## src/rtl/alu_pkg.sv

```systemverilog
// Shared ALU-side definitions for the sequential Booth multiplier.
// Contents:
//   mul_state_t     - multiplier FSM states (idle, iterating, result valid)
//   BOOTH_NOP/ADD/SUB - encodings of the Booth pair {Q[0], Q_1}
package alu_pkg;

    typedef enum logic [1:0] {
        MUL_IDLE = 2'd0,
        MUL_RUN  = 2'd1,
        MUL_DONE = 2'd2
    } mul_state_t;

    // {Q[0], Q_1}: 01 marks the end of a run of ones (add M),
    // 10 marks the start of a run of ones (subtract M); 00/11 do nothing.
    localparam logic [1:0] BOOTH_NOP = 2'b00;
    localparam logic [1:0] BOOTH_ADD = 2'b01;
    localparam logic [1:0] BOOTH_SUB = 2'b10;

endpackage

```

## src/rtl/booth_addsub.sv

```systemverilog
// Combinational adder/subtractor used by the Booth multiplier datapath.
// Same function as the ALU carry-lookahead adder; carry-out is not exported.
// Ports:
//   a    in  W  first operand
//   b    in  W  second operand
//   mode in  1  0 = a + b, 1 = a - b (computed as a + ~b + 1)
//   sum  out W  result, modulo 2^W
module booth_addsub #(
    parameter int W = 9
) (
    input  logic [W-1:0] a,
    input  logic [W-1:0] b,
    input  logic         mode,
    output logic [W-1:0] sum
);

    logic [W-1:0] b_eff_s;
    logic [W-1:0] cin_s;

    // Subtraction reuses the adder: invert b and inject a carry-in of one.
    always_comb begin
        b_eff_s = b;
        cin_s   = {W{1'b0}};
        if (mode) begin
            b_eff_s = ~b;
            cin_s   = {{(W-1){1'b0}}, 1'b1};
        end else begin
            b_eff_s = b;
            cin_s   = {W{1'b0}};
        end
    end

    assign sum = a + b_eff_s + cin_s;

endmodule

```

## src/rtl/booth_mul_seq.sv

```systemverilog
// Sequential radix-2 Booth signed multiplier (one Booth step per clock).
// Ports:
//   clk          in  1        rising-edge clock
//   rst          in  1        asynchronous, active-high reset
//   start        in  1        multiply request, accepted in IDLE or DONE
//   multiplicand in  WIDTH    signed operand M
//   multiplier   in  WIDTH    signed operand Q
//   busy         out 1        high while iterating
//   done         out 1        one-cycle pulse, product valid
//   product      out 2*WIDTH  signed M*Q, held until the next completion
module booth_mul_seq
    import alu_pkg::*;
#(
    parameter int WIDTH = 8
) (
    input  logic                 clk,
    input  logic                 rst,
    input  logic                 start,
    input  logic [WIDTH-1:0]     multiplicand,
    input  logic [WIDTH-1:0]     multiplier,
    output logic                 busy,
    output logic                 done,
    output logic [2*WIDTH-1:0]   product
);

    localparam int CW = (WIDTH > 1) ? $clog2(WIDTH) : 1;
    localparam logic [CW-1:0] LAST_COUNT = CW'(WIDTH - 1);

    mul_state_t           state_r;
    mul_state_t           next_state_s;
    logic                 accept_s;
    logic [WIDTH:0]       m_r;
    logic [WIDTH:0]       a_r;
    logic [WIDTH-1:0]     q_r;
    logic                 q_1_r;
    logic [CW-1:0]        count_r;
    logic [2*WIDTH-1:0]   product_r;
    logic                 busy_r;
    logic                 done_r;

    logic                 add_en_s;
    logic                 sub_s;
    logic [WIDTH:0]       sum_s;
    logic [WIDTH:0]       a_op_s;
    logic [WIDTH:0]       a_sh_s;
    logic [WIDTH-1:0]     q_sh_s;

    // Next-state logic; start is only honoured in IDLE or DONE.
    always_comb begin
        next_state_s = state_r;
        accept_s     = 1'b0;
        case (state_r)
            MUL_IDLE: begin
                if (start) begin
                    next_state_s = MUL_RUN;
                    accept_s     = 1'b1;
                end else begin
                    next_state_s = MUL_IDLE;
                end
            end
            MUL_RUN: begin
                if (count_r == LAST_COUNT) begin
                    next_state_s = MUL_DONE;
                end else begin
                    next_state_s = MUL_RUN;
                end
            end
            MUL_DONE: begin
                if (start) begin
                    next_state_s = MUL_RUN;
                    accept_s     = 1'b1;
                end else begin
                    next_state_s = MUL_IDLE;
                end
            end
            default: begin
                next_state_s = MUL_IDLE;
            end
        endcase
    end

    // Booth step selection from the current pair {Q[0], Q_1}.
    always_comb begin
        add_en_s = 1'b0;
        sub_s    = 1'b0;
        case ({q_r[0], q_1_r})
            BOOTH_ADD: begin
                add_en_s = 1'b1;
                sub_s    = 1'b0;
            end
            BOOTH_SUB: begin
                add_en_s = 1'b1;
                sub_s    = 1'b1;
            end
            default: begin
                add_en_s = 1'b0;
                sub_s    = 1'b0;
            end
        endcase
    end

    booth_addsub #(.W(WIDTH + 1)) u_addsub (
        .a    (a_r),
        .b    (m_r),
        .mode (sub_s),
        .sum  (sum_s)
    );

    // A is one bit wider than the operands, so subtracting M = -2^(WIDTH-1)
    // cannot overflow; the arithmetic shift replicates that extra sign bit.
    assign a_op_s = add_en_s ? sum_s : a_r;
    assign a_sh_s = {a_op_s[WIDTH], a_op_s[WIDTH:1]};
    assign q_sh_s = {a_op_s[0], q_r[WIDTH-1:1]};

    // FSM state, datapath registers and registered status outputs.
    always_ff @(posedge clk or posedge rst) begin
        if (rst) begin
            state_r   <= MUL_IDLE;
            m_r       <= {(WIDTH+1){1'b0}};
            a_r       <= {(WIDTH+1){1'b0}};
            q_r       <= {WIDTH{1'b0}};
            q_1_r     <= 1'b0;
            count_r   <= {CW{1'b0}};
            product_r <= {(2*WIDTH){1'b0}};
            busy_r    <= 1'b0;
            done_r    <= 1'b0;
        end else begin
            state_r <= next_state_s;
            busy_r  <= (next_state_s == MUL_RUN);
            done_r  <= (next_state_s == MUL_DONE);
            if (accept_s) begin
                m_r     <= {multiplicand[WIDTH-1], multiplicand};
                a_r     <= {(WIDTH+1){1'b0}};
                q_r     <= multiplier;
                q_1_r   <= 1'b0;
                count_r <= {CW{1'b0}};
            end else if (state_r == MUL_RUN) begin
                a_r     <= a_sh_s;
                q_r     <= q_sh_s;
                q_1_r   <= q_r[0];
                count_r <= count_r + {{(CW-1){1'b0}}, 1'b1};
                // The low 2*WIDTH bits of {A,Q} after the final shift hold M*Q.
                if (count_r == LAST_COUNT) begin
                    product_r <= {a_sh_s[WIDTH-1:0], q_sh_s};
                end else begin
                    product_r <= product_r;
                end
            end else begin
                a_r     <= a_r;
                q_r     <= q_r;
                q_1_r   <= q_1_r;
                count_r <= count_r;
            end
        end
    end

    assign busy    = busy_r;
    assign done    = done_r;
    assign product = product_r;

endmodule

```

## config.mk

```make
export PLATFORM = sky130hd
export DESIGN_NAME = booth_mul_seq
export DESIGN_NICKNAME = d
export VERILOG_FILES = /design/src/rtl/alu_pkg.sv /design/src/rtl/booth_addsub.sv /design/src/rtl/booth_mul_seq.sv
export SDC_FILE = /design/constraint.sdc
export NUM_CORES = 1
export LEC_CHECK = 0
export ABC_AREA = 0
export CAP_MARGIN = 20
export CORE_ASPECT_RATIO = 0.9
export CORE_MARGIN = 2
export CORE_UTILIZATION = 35
export CTS_CLUSTER_SIZE = 25
export DETAILED_ROUTE_END_ITERATION = 8
export SYNTH_ARGS = -nofsm -noshare
export SYNTH_HDL_FRONTEND = slang
export SYNTH_SLANG_ARGS = --single-unit
```

## constraint.sdc

```tcl
create_clock -name clk -period 3.13 [get_ports clk]
set_input_delay 0.4695 -clock clk [delete_from_list [all_inputs] [get_ports clk]]
set_output_delay 0.4695 -clock clk [all_outputs]
set_load 0.005 [all_outputs]
```

==> results by group <==
Run status
  • Outcome: completed

Synthesis
  • Seq/Total Area, Yosys: 0.499
  • Yosys Warn Count: 0
  • Post-synthesis register bit count: 48
  • Post-synthesis average cell area: 9.29 sq um
  • Cell Area, Synth: 2410 sq um
  • Cells after Synth: 259
  • Mapped Nets: 289
  • Synth cell types: 38

Power and ir drop
  • Pwr dens: 1260 nW/um^2
  • Worst vdd ir: 0.380 mV
  • Lkg Pwr: 1.43 nW

STA
  • Fin Setup TNS: 0 ps
  • Max Freq: 372 MHz
  • Final Cycle Share: 0.858
  • Final hold slack: 480 ps
  • RSZ-0062 raised after global routing: no
  • Skew final: 9.88 ps
  • Worst slew pin tran: 757 ps
  • Final min period: 2690 ps
  • Final hold viol count: 0
  • Slew HR: 0.495
  • Final setup fails: 0
  • Max-slew violation count: 0

Route
  • WL met1: 2580 um
  • Vias after detailed routing: 1861
  • Drt initial violations: 88
  • Remaining DRCs: 0
  • Max layer used: met4
  • Antenna-violating nets left: 0
  • Met3 routed WL: 144 um
  • Drt first pass iters: 4
  • Met2 wire len: 2250 um
  • Post-Route WL: 5060 um
  • Number of vias per cell: 4.83
  • Routed length per instance: 13.1 um

Final layout
  • Diodes inserted: 0
  • Layout cells sized above 1: 0.0644
  • Final net count: 324
  • Area grow syn2layout: 24.2%

Placed design
  • GPL Wtd Cong: 0.840
  • Port bufs: 36
  • Hpwl dp: 3530 um

Worst setup path
  • Crit path kind: reg -> reg
  • Crit path DAT: 2920 ps
  • Critical Path Fanout Max: 8
  • Slowest stage delay, CP: 440 ps
  • Critical Path Source Type: flip-flop
  • Slowest cell on the critical path: fa_1
  • CP Data Required Time: 3360 ps
  • CP cell instances: ha_1, mux2_4, fa_1, a211oi_2, o21bai_1, a2111oi_0, o21ai_1, o22ai_1
  • CP Capture Type: flip-flop

Global routing
  • Largest net degree at the start of global routing: 49
  • Vias in the first global route: 1800
  • Initial antenna violation count: 0
  • First-pass GRT wire length: 8650 um
  • GRT overflow: 0
  • Total track usage: 0.147

Clocking
  • Post-CTS Hold Buffers: 0
  • Maximum buffer depth of the clock tree: 2
  • Worst-path clk slew: 90 ps
  • CTS tree: yes
  • Sinks on Clock Net: 48
  • Worst-Skew Late Latency: 310 ps
  • Clk root buf: clkbuf_8
  • Post-CTS Setup Repair Bufs: 0
  • CTS buffer count: 5
  • H-tree levels: 2
  • Resized cells post-CTS: 0

Floorplan
  • Die width: 91.4 um
  • Core area: 6620 sq um
  • FP Rows: 28
  • Die Span Y: 82.7 um
  • IO Pins: 37
  • Die area: 7550 sq um
  • Initial Utilization: 0.363

Flow run
  • Max Cap Violations: 0

Worst hold path
  • Worst Hold Class: reg -> reg
stage by stage:
step	power (mW)	util	setup slack [ps]	cells	instance area (sq um)
floorplan	2.70	-	672	259	2410
global placement	3.29	0.431	480	376	2860
detailed placement	3.33	0.433	447	377	2870
CTS	3.81	0.451	431	385	2990
global route	4.16	0.451	291	385	2990
finish	3.78	0.451	445	385	2990
final cells by class:
cell class,instances,area (sq um)
repair buffers,42,409
well taps,90,113
fillers,639,3630
flip-flops and latches,48,1200
multi-input cells,192,1120
clock buffers,6,82.6
inverters,5,18.8
clock inverters,2,38.8
sequential cells by signal, summed over array words and instances (netlist names):
signal   flops
q_1_r        1
done         1
busy         1
product     16
q_r          8
state_r      2
count_r      3
m_r          8
a_r          8
cell families after synthesis:
group / Yosys count / synth area share
flops: 48 / 0.499
xor+xnor: 11 / 0.0400
mux: 6 / 0.0270
fa+ha+maj: 11 / 0.0603
buf+inv: 19 / 0.0333
compound gates: 51 / 0.145
simple gates: 113 / 0.196
metal layers:
metal  vias to the layer above  track usage
li1                        956            -
met1                       876        0.196
met2                        23        0.234
met3                         6       0.0327
met4                         0       0.0606
met5                         -            0
path summary, 6_finish.rpt:
kind                       depth (start not counted)                     end                    from  slack (ps)
min in group asynchronous                          3          done$_DFF_PP0_                     rst         620
setup reg to reg                                   8      a_r[7]$_DFFE_PP0P_      q_r[0]$_DFFE_PP0P_         440
hold reg to reg                                    2  product[1]$_DFFE_PP0P_  product[1]$_DFFE_PP0P_         480
setup / recovery                                   8      a_r[7]$_DFFE_PP0P_      q_r[0]$_DFFE_PP0P_         440
hold / removal                                     2  product[1]$_DFFE_PP0P_  product[1]$_DFFE_PP0P_         480
max in group asynchronous                          3      a_r[0]$_DFFE_PP0P_                     rst        2100
worst max-delay path: cells and delay by family (launching register included):
| kind | cells | cell delay, ps |
|---|---|---|
| muxes | 1 | 360 |
| adders and majority gates | 2 | 790 |
| DFF | 1 | 410 |
| AOI/OAI and AO/OA | 5 | 1060 |
power by group:
part	switching (mW)	internal [mW]
sequential	0.206	0.931
combinational	1.16	1.01
clock	0.213	0.261
cell usage after synthesis, drive strengths merged:
library cell / number / share of area
a2111oi: 1 / 0.0036
a211oi: 2 / 0.0083
a21o: 2 / 0.0062
a21oi: 11 / 0.024
a22o: 3 / 0.011
a22oi: 8 / 0.031
a31oi: 2 / 0.0052
a32oi: 2 / 0.0073
and3: 1 / 0.0026
buf: 2 / 0.0068
clkbuf: 12 / 0.019
dfrtp: 48 / 0.50
fa: 1 / 0.0083
ha: 10 / 0.052
inv: 5 / 0.0078
mux2: 1 / 0.0062
mux2i: 5 / 0.021
nand2: 77 / 0.12
nand2b: 4 / 0.010
nand3: 11 / 0.023
nor2: 12 / 0.019
nor2b: 2 / 0.0052
nor3: 4 / 0.0083
nor3b: 1 / 0.0031
o21a: 1 / 0.0031
o21ai: 14 / 0.029
o21bai: 1 / 0.0031
o22ai: 1 / 0.0026
o31a: 1 / 0.0036
o31ai: 2 / 0.0062
or4b: 1 / 0.0042
xnor2: 4 / 0.015
xor2: 7 / 0.025
layout by cell type, fill, tap and decap left out, types with 3 or more instances in the layout:
master,n
xnor2_1,4
clkbuf_8,6
nand2b_1,4
buf_4,5
o21ai_0,10
inv_1,4
a21oi_1,10
nand2_1,77
nand3_1,11
mux2i_1,5
dfrtp_1,48
clkdlybuf4s50_1,36
a22o_1,3
ha_1,10
nor2_1,12
a22oi_1,7
nor3_1,4
o21ai_1,4
xor2_1,7
Power figures use the tool's default switching activity.
